<file path="src/rtl/alu_arbiter.sv">
// alu_arbiter: shares one external ALU between two requesters, one op in flight.
// Ports: clk, reset (async, active-high), req0/req1 valid/ready/a/b/shamt/
//   alucontrol, rsp0/rsp1 valid/ready/result/zero, alu_a/b/shamt/alucontrol
//   to the ALU, alu_result/alu_zero from the ALU, gnt_cnt0/gnt_cnt1 counters.
// Macro ALU_ARB_RR_EN: defined -> round-robin ties, undefined -> port 0 wins.
module alu_arbiter #(
  parameter int CNT_W = 16
) (
  input  logic             clk,
  input  logic             reset,

  input  logic             req0_valid,
  output logic             req0_ready,
  input  logic [31:0]      req0_a,
  input  logic [31:0]      req0_b,
  input  logic [4:0]       req0_shamt,
  input  logic [3:0]       req0_alucontrol,

  input  logic             req1_valid,
  output logic             req1_ready,
  input  logic [31:0]      req1_a,
  input  logic [31:0]      req1_b,
  input  logic [4:0]       req1_shamt,
  input  logic [3:0]       req1_alucontrol,

  output logic             rsp0_valid,
  input  logic             rsp0_ready,
  output logic [31:0]      rsp0_result,
  output logic             rsp0_zero,

  output logic             rsp1_valid,
  input  logic             rsp1_ready,
  output logic [31:0]      rsp1_result,
  output logic             rsp1_zero,

  output logic [31:0]      alu_a,
  output logic [31:0]      alu_b,
  output logic [4:0]       alu_shamt,
  output logic [3:0]       alu_alucontrol,
  input  logic [31:0]      alu_result,
  input  logic             alu_zero,

  output logic [CNT_W-1:0] gnt_cnt0,
  output logic [CNT_W-1:0] gnt_cnt1
);

  typedef enum logic [1:0] {
    IDLE,
    EXEC,
    RESP
  } state_t;

  state_t state_q;
  state_t state_d;

  logic win;
  logic grant;
  logic capture;
  logic owner_q;

  logic [31:0] opa_q;
  logic [31:0] opb_q;
  logic [4:0]  sh_q;
  logic [3:0]  ctl_q;
  logic [31:0] res_q;
  logic        zero_q;

  logic [CNT_W-1:0] cnt0_q;
  logic [CNT_W-1:0] cnt1_q;

  // winner selection: win=0 -> port 0, win=1 -> port 1
`ifdef ALU_ARB_RR_EN
  logic last_q;

  // ties go to the port that was not granted most recently
  always_comb begin
    win = 1'b0;
    unique case (1'b1)
      (req0_valid && req1_valid):  win = ~last_q;
      (req0_valid && !req1_valid): win = 1'b0;
      default:                     win = 1'b1;
    endcase
  end

  // reset to 1 so port 0 takes the first tie
  always_ff @(posedge clk or posedge reset) begin
    if (reset) begin
      last_q <= 1'b1;
    end else if (grant) begin
      last_q <= win;
    end
  end
`else
  always_comb begin
    win = ~req0_valid;
  end
`endif

  always_ff @(posedge clk or posedge reset) begin
    if (reset) begin
      state_q <= IDLE;
    end else begin
      state_q <= state_d;
    end
  end

  always_comb begin
    state_d    = state_q;
    grant      = 1'b0;
    capture    = 1'b0;
    req0_ready = 1'b0;
    req1_ready = 1'b0;
    unique case (state_q)
      IDLE: begin
        if (req0_valid || req1_valid) begin
          grant      = 1'b1;
          req0_ready = ~win;
          req1_ready = win;
          state_d    = EXEC;
        end
      end
      EXEC: begin
        capture = 1'b1;
        state_d = RESP;
      end
      RESP: begin
        // only the owner's ready can release the response
        if (owner_q ? rsp1_ready : rsp0_ready) begin
          state_d = IDLE;
        end
      end
      default: begin
        state_d = IDLE;
      end
    endcase
  end

  // operand register: sole source of the alu_* outputs
  always_ff @(posedge clk or posedge reset) begin
    if (reset) begin
      owner_q <= 1'b0;
      opa_q   <= '0;
      opb_q   <= '0;
      sh_q    <= '0;
      ctl_q   <= '0;
    end else if (grant) begin
      owner_q <= win;
      opa_q   <= win ? req1_a : req0_a;
      opb_q   <= win ? req1_b : req0_b;
      sh_q    <= win ? req1_shamt : req0_shamt;
      ctl_q   <= win ? req1_alucontrol : req0_alucontrol;
    end
  end

  // response register: loaded once in EXEC, held through RESP
  always_ff @(posedge clk or posedge reset) begin
    if (reset) begin
      res_q  <= '0;
      zero_q <= 1'b0;
    end else if (capture) begin
      res_q  <= alu_result;
      zero_q <= alu_zero;
    end
  end

  // saturating grant counters
  always_ff @(posedge clk or posedge reset) begin
    if (reset) begin
      cnt0_q <= '0;
    end else if (grant && !win && (cnt0_q != '1)) begin
      cnt0_q <= cnt0_q + 1'b1;
    end
  end

  always_ff @(posedge clk or posedge reset) begin
    if (reset) begin
      cnt1_q <= '0;
    end else if (grant && win && (cnt1_q != '1)) begin
      cnt1_q <= cnt1_q + 1'b1;
    end
  end

  assign alu_a          = opa_q;
  assign alu_b          = opb_q;
  assign alu_shamt      = sh_q;
  assign alu_alucontrol = ctl_q;

  assign rsp0_valid  = (state_q == RESP) && !owner_q;
  assign rsp1_valid  = (state_q == RESP) && owner_q;
  assign rsp0_result = owner_q ? '0 : res_q;
  assign rsp1_result = owner_q ? res_q : '0;
  assign rsp0_zero   = ~owner_q & zero_q;
  assign rsp1_zero   = owner_q & zero_q;

  assign gnt_cnt0 = cnt0_q;
  assign gnt_cnt1 = cnt1_q;

endmodule

</file>
<file path="config.mk">
export PLATFORM = sky130hd
export DESIGN_NAME = alu_arbiter
export DESIGN_NICKNAME = d
export VERILOG_FILES = /design/src/rtl/alu_arbiter.sv
export SDC_FILE = /design/constraint.sdc
export NUM_CORES = 1
export LEC_CHECK = 0
export BUFFER_PORTS_ARGS = -buffer_cell sky130_fd_sc_hd__buf_2
export CORE_AREA = 3 3 134 162
export CTS_CLUSTER_DIAMETER = 60
export DETAILED_ROUTE_END_ITERATION = 12
export DIE_AREA = 0 0 137 165
export PLACE_DENSITY_LB_ADDON = 0.12
export RECOVER_POWER = 50
export SKIP_LAST_GASP = 1
export SYNTH_ARGS = -nofsm -noshare
export SYNTH_HDL_FRONTEND = slang
export SYNTH_SLANG_ARGS = --single-unit
export TNS_END_PERCENT = 20
</file>
<file path="constraint.sdc">
create_clock -name clk -period 4.37 [get_ports clk]
set_input_delay 0.437 -clock clk [delete_from_list [all_inputs] [get_ports clk]]
set_output_delay 0.437 -clock clk [all_outputs]
set_load 0.005 [all_outputs]
</file>
# Yosys cells after proc, flatten, opt, wreduce, memory -nomap -nowiden
# Index checks and enable logic that the tools add are counted.
totals:
  ff_bits: 141
  output_inout_bits: 175
  word_cells: 49
op_classes:
  add_sub_neg: 2
  n_eq_ne: 6
  muxes: 17
  bitwise_logic: 4
  n_reduce_logical: 10
op_table:
  columns: ["operator", "n"]
  rows:
  - ["two-way mux 32 bit", 4]
  - ["adder 16 x 1 -> 16 bit (second input constant)", 2]
  - ["!= test 16 bit (second input constant)", 2]
  - ["two-way mux 1 bit", 8]
  - ["logical AND 1 bit", 6]
  - ["one-hot mux 2 bit (3 select lines)", 1]
  - ["two-way mux 5 bit", 1]
  - ["two-way mux 2 bit", 2]
  - ["two-way mux 4 bit", 1]
  - ["!= test 2 bit (second input constant)", 2]
  - ["bitwise AND 1 bit", 2]
  - ["equality test 2 x 1 -> 1 bit (second input constant)", 1]
  - ["equality test 2 bit (second input constant)", 1]
  - ["zero test 2 bit", 1]
  - ["NOT 1 bit", 2]
  - ["AND reduction 2 bit", 1]
  - ["zero test 1 bit", 1]
  - ["logical OR 1 bit", 1]

# Logic depth before layout (Yosys ltp)
depth:
  depth_word: 5
  depth_mapped: 6

# Worst setup path after synthesis
# Ideal clock, no wire load.
synth_timing:
  kind: "input port to flip-flop"
  startpoint: "in req0_valid"
  endpoint: "reg cnt1_q[12] (netlist: gnt_cnt1[12])"
  setup_time_ps: 125
  arrival_time_ps: 1845
  path_slack_ps: 2400
  path_stages: 5
  path_buffers: 1
  path_cell_list: "or4b_1 buf_2 or3_1 nor2_1 mux2_2"
synth_via:
  elab_chain_cells: 5
  elab_cells_between_ends: 6
synth_rtl:
  columns: ["item", "line", "rtl"]
  rows:
  - ["start: declaration", "12", "input logic req0_valid,"]
  - ["logical OR 1 bit", "115", "if (req0_valid || req1_valid) begin"]
  - ["two-way mux 1 bit", "115", null]
  - ["two-way mux 1 bit", "113", "unique case (state_q)"]
  - ["logical AND 1 bit * (2 in a row)", "178", "end else if (grant && win && (cnt1_q != '1)) begin"]
  - ["end signal: assignment", "179", "cnt1_q <= cnt1_q + 1'b1;"]
  - ["end: declaration", "69", "logic [CNT_W-1:0] cnt1_q;"]
# Mark *: on every way between the ends. The rest lies on a longest branch, timed or not.
# A chain may end at the register's enable or synchronous reset.

==> flow_summary.toml <==
[status]
status = "finished, violations left"
violations = "capacitance limit, slew limit"

[cells_and_area]
final_layout_size_suffix_gt1_share_pct = 37.7
ff_latch_area_sq_um = 3530
multi_input_area_sq_um = 2970
layout.nets = 1155
fillCellCount = 2000
n_antenna_cell = 0
area_delta_synth_final_pct = 38.5

[clock_network]
cts_resized = 0
cts.sinks = 141
clk_pin_slew_worst_paths_ps = 60
cts_buffer_depth = 2
cts_buffers = 17
cts_setup_buffers = 0
htree_levels = 4
cts_tree = "yes"
cts_hold_buf = 0
cts_root_buf = "clkbuf_16"
clk_latency_ps = 420

[synthesis]
synth_cell_type_count = 37
synth_top_cells_by_area = "dfrtp_1 (53%), mux2i_1 (11%), mux2_2 (6.3%)"
yosys-top-cells-count = "dfrtp_1 (141), nor2_1 (86), a21oi_1 (74), mux2i_1 (73), mux2_2 (37)"
ys_warn_count = 0
ys_ff_latch = 141
synthFlopType = "dfrtp_1"
syn_nets = 807
syn_avg_cell_area_sq_um = 10.7
syn-cell-area_sq_um = 6660
synth_edf_count = 0
ys_seq_area_share_pct = 53.0
syn_inst = 620
yosysTopAreaCell = "dfrtp_1"
synth_top_area_share_pct = 53.0
async_reset_ff_share_pct = 100
synth_most_common_cell = "dfrtp_1"

[power]
power_frac_clock_pct = 24.6
p_seq_share_pct = 37.9
fin_total_pwr_uw = 6020
p_int_uw = 3890
irDropWorstVdd_v = 0.000266
power.density_nw_per_um2 = 652
combPwrFrac_pct = 37.5
p_switching_uw = 2130
cellLeakagePower_uw = 0.00456
swShare_pct = 35.4

[critical_path]
r2r_slack_ps = 2260
reg2reg_to = "gnt_cnt1[12]$_DFFE_PP0P_"
reg2reg_from = "state_q[1]$_DFFE_PP0P_"
cp_max_fo = 84
worstPathArrival_ps = 2470
critical_path_class = "input pin to asynchronous set/reset pin"
end_kind = "asynchronous set/reset pin"
cp_data_required_time_ps = 4580
ff2ff_path_depth = 4
crit_path_start_kind = "input pin"

[route]
drt_wl_total_um = 19300
wire_per_inst_um = 15.5
avgViaCountPerCell = 4.53
drtIter0Drc = 199
final_antenna_net_count = 0
vias = 5650
drc_errors = 0
dr.pass1.iters = 5

[placement]
dp_slack_ps = 2000
port_buffers = 359
routabilityCongestion = 0.770
hpwl_um = 14900

[die]
dieArea_sq_um = 22600
die_y_um = 165
die_w_um = 137
core-area_sq_um = 20300
io_pins = 360
start_util_pct = 32.9
rows = 57

[sta]
finClkSkew_ps = 8.03
tightest_slew_ps = 1680
setup_viol = 0
slew_headroom_pct = -11.8
drv_slew = 61
rsz0062_at_grt = "no"
fin_ws_ps = 2120
fin_crit_ps = 2250
final-hold-violation-count = 0
post-route-period-util_pct = 51.6
fin_setup_tns_ps = 0
fmax_mhz = 444

[grt]
grt_pass1_wl_um = 29000
gr-total-overflow = 0
grtUsageMet1_pct = 19.0
first_global_vias = 5367
grt_antenna_before_repair = 2
grtUsageTotal_pct = 16.8
grt.met2_usage_pct = 29.5
busiest_layer = "met2"
grtUsageMet3_pct = 6.37
grt_max_degree = 85

[flow_run]
maxCapViolations = 2

[hold_path]
hp-class = "input pin to asynchronous set/reset pin"
## metal layers
metal | routed length [um] | share of wire, %
met4 | 223 | 1.2
met5 | 26 | 0.13
met1 | 7350 | 38
met3 | 1960 | 10
met2 | 9770 | 51
## power by group through the flow
stage,sequential (uW),combinational [uW],clock (uW)
floorplan,2250,1300,0
global placement,2290,2380,0
detailed placement,2280,2410,0
CTS,2280,2400,1530
global route,2360,2580,1580
finish,2280,2250,1480
## layout by cell type (no fill, tap or decap), drive strengths merged, types with 3 or more instances in the layout
| cell type | n |
|---|---|
| a21oi | 74 |
| and2 | 33 |
| and3 | 3 |
| buf | 292 |
| clkbuf | 95 |
| clkinv | 4 |
| clkinvlp | 3 |
| dfrtp | 141 |
| inv | 8 |
| mux2 | 37 |
| mux2i | 73 |
| nand2 | 10 |
| nand3 | 7 |
| nand4 | 11 |
| nor2 | 86 |
| nor2b | 33 |
| nor3 | 10 |
| nor3b | 3 |
| nor4 | 8 |
| o21ai | 3 |
| or3 | 3 |
| xnor2 | 3 |
| xor2 | 25 |
## sequential cells by signal (all words and copies together) (netlist names)
signal,count
alu_b,32
gnt_cnt1,16
gnt_cnt0,16
res_q,32
alu_a,32
alu_shamt,5
state_q,2
owner_q,1
zero_q,1
alu_alucontrol,4
## critical path, stage by stage
cell and delay, ps:
clkbuf_1 110, inv_6 550, clkbuf_1 1270
## area by class of cell
| type | count | area share, % |
|---|---|---|
| sequential | 141 | 38.2 |
| multi-input combinational | 436 | 32.2 |
| timing repair buffer | 366 | 19.0 |
| clock buffer | 21 | 5.21 |
| tap | 265 | 3.59 |
| clock inverter | 11 | 1.42 |
| inverter | 6 | 0.298 |
## stage by stage
step                      instance area (sq um)  instances  util [%]  hold WS, ps
final                                      9230       1246      45.5          171
after global routing                       9230       1246      45.5          223
after CTS                                  9320       1246      46.0          188
after detailed placement                   8710       1214      43.0          488
after global placement                     8710       1214      43.0          490
after floorplan                            6660        620         -          484
## kinds of logic after synthesis
| logic type | synth area share (%) |
|---|---|
| adder cells (fa/ha/maj) | 0.376 |
| multiplexers | 17.2 |
| flip-flops | 53.0 |
| AO/OA/AOI/OAI | 6.26 |
| buffers and inverters | 2.50 |
| XOR/XNOR | 3.68 |
| AND/OR/NAND/NOR | 17.0 |
## worst max-delay path by stage
stage          depth (start not counted)                        to                    from
2_1_floorplan                          1      alu_a[0]$_DFFE_PP0N_                   reset
3_3_place_gp                           5  gnt_cnt1[12]$_DFFE_PP0P_              req0_valid
3_5_place_dp                           5  alu_shamt[1]$_DFFE_PP0N_              req0_valid
4_1_cts                                3                req1_ready  state_q[1]$_DFFE_PP0P_
5_1_grt                                3      alu_a[5]$_DFFE_PP0N_                   reset
6_report                               3      alu_a[5]$_DFFE_PP0N_                   reset
No activity file was read; power rests on OpenSTA's default activity.
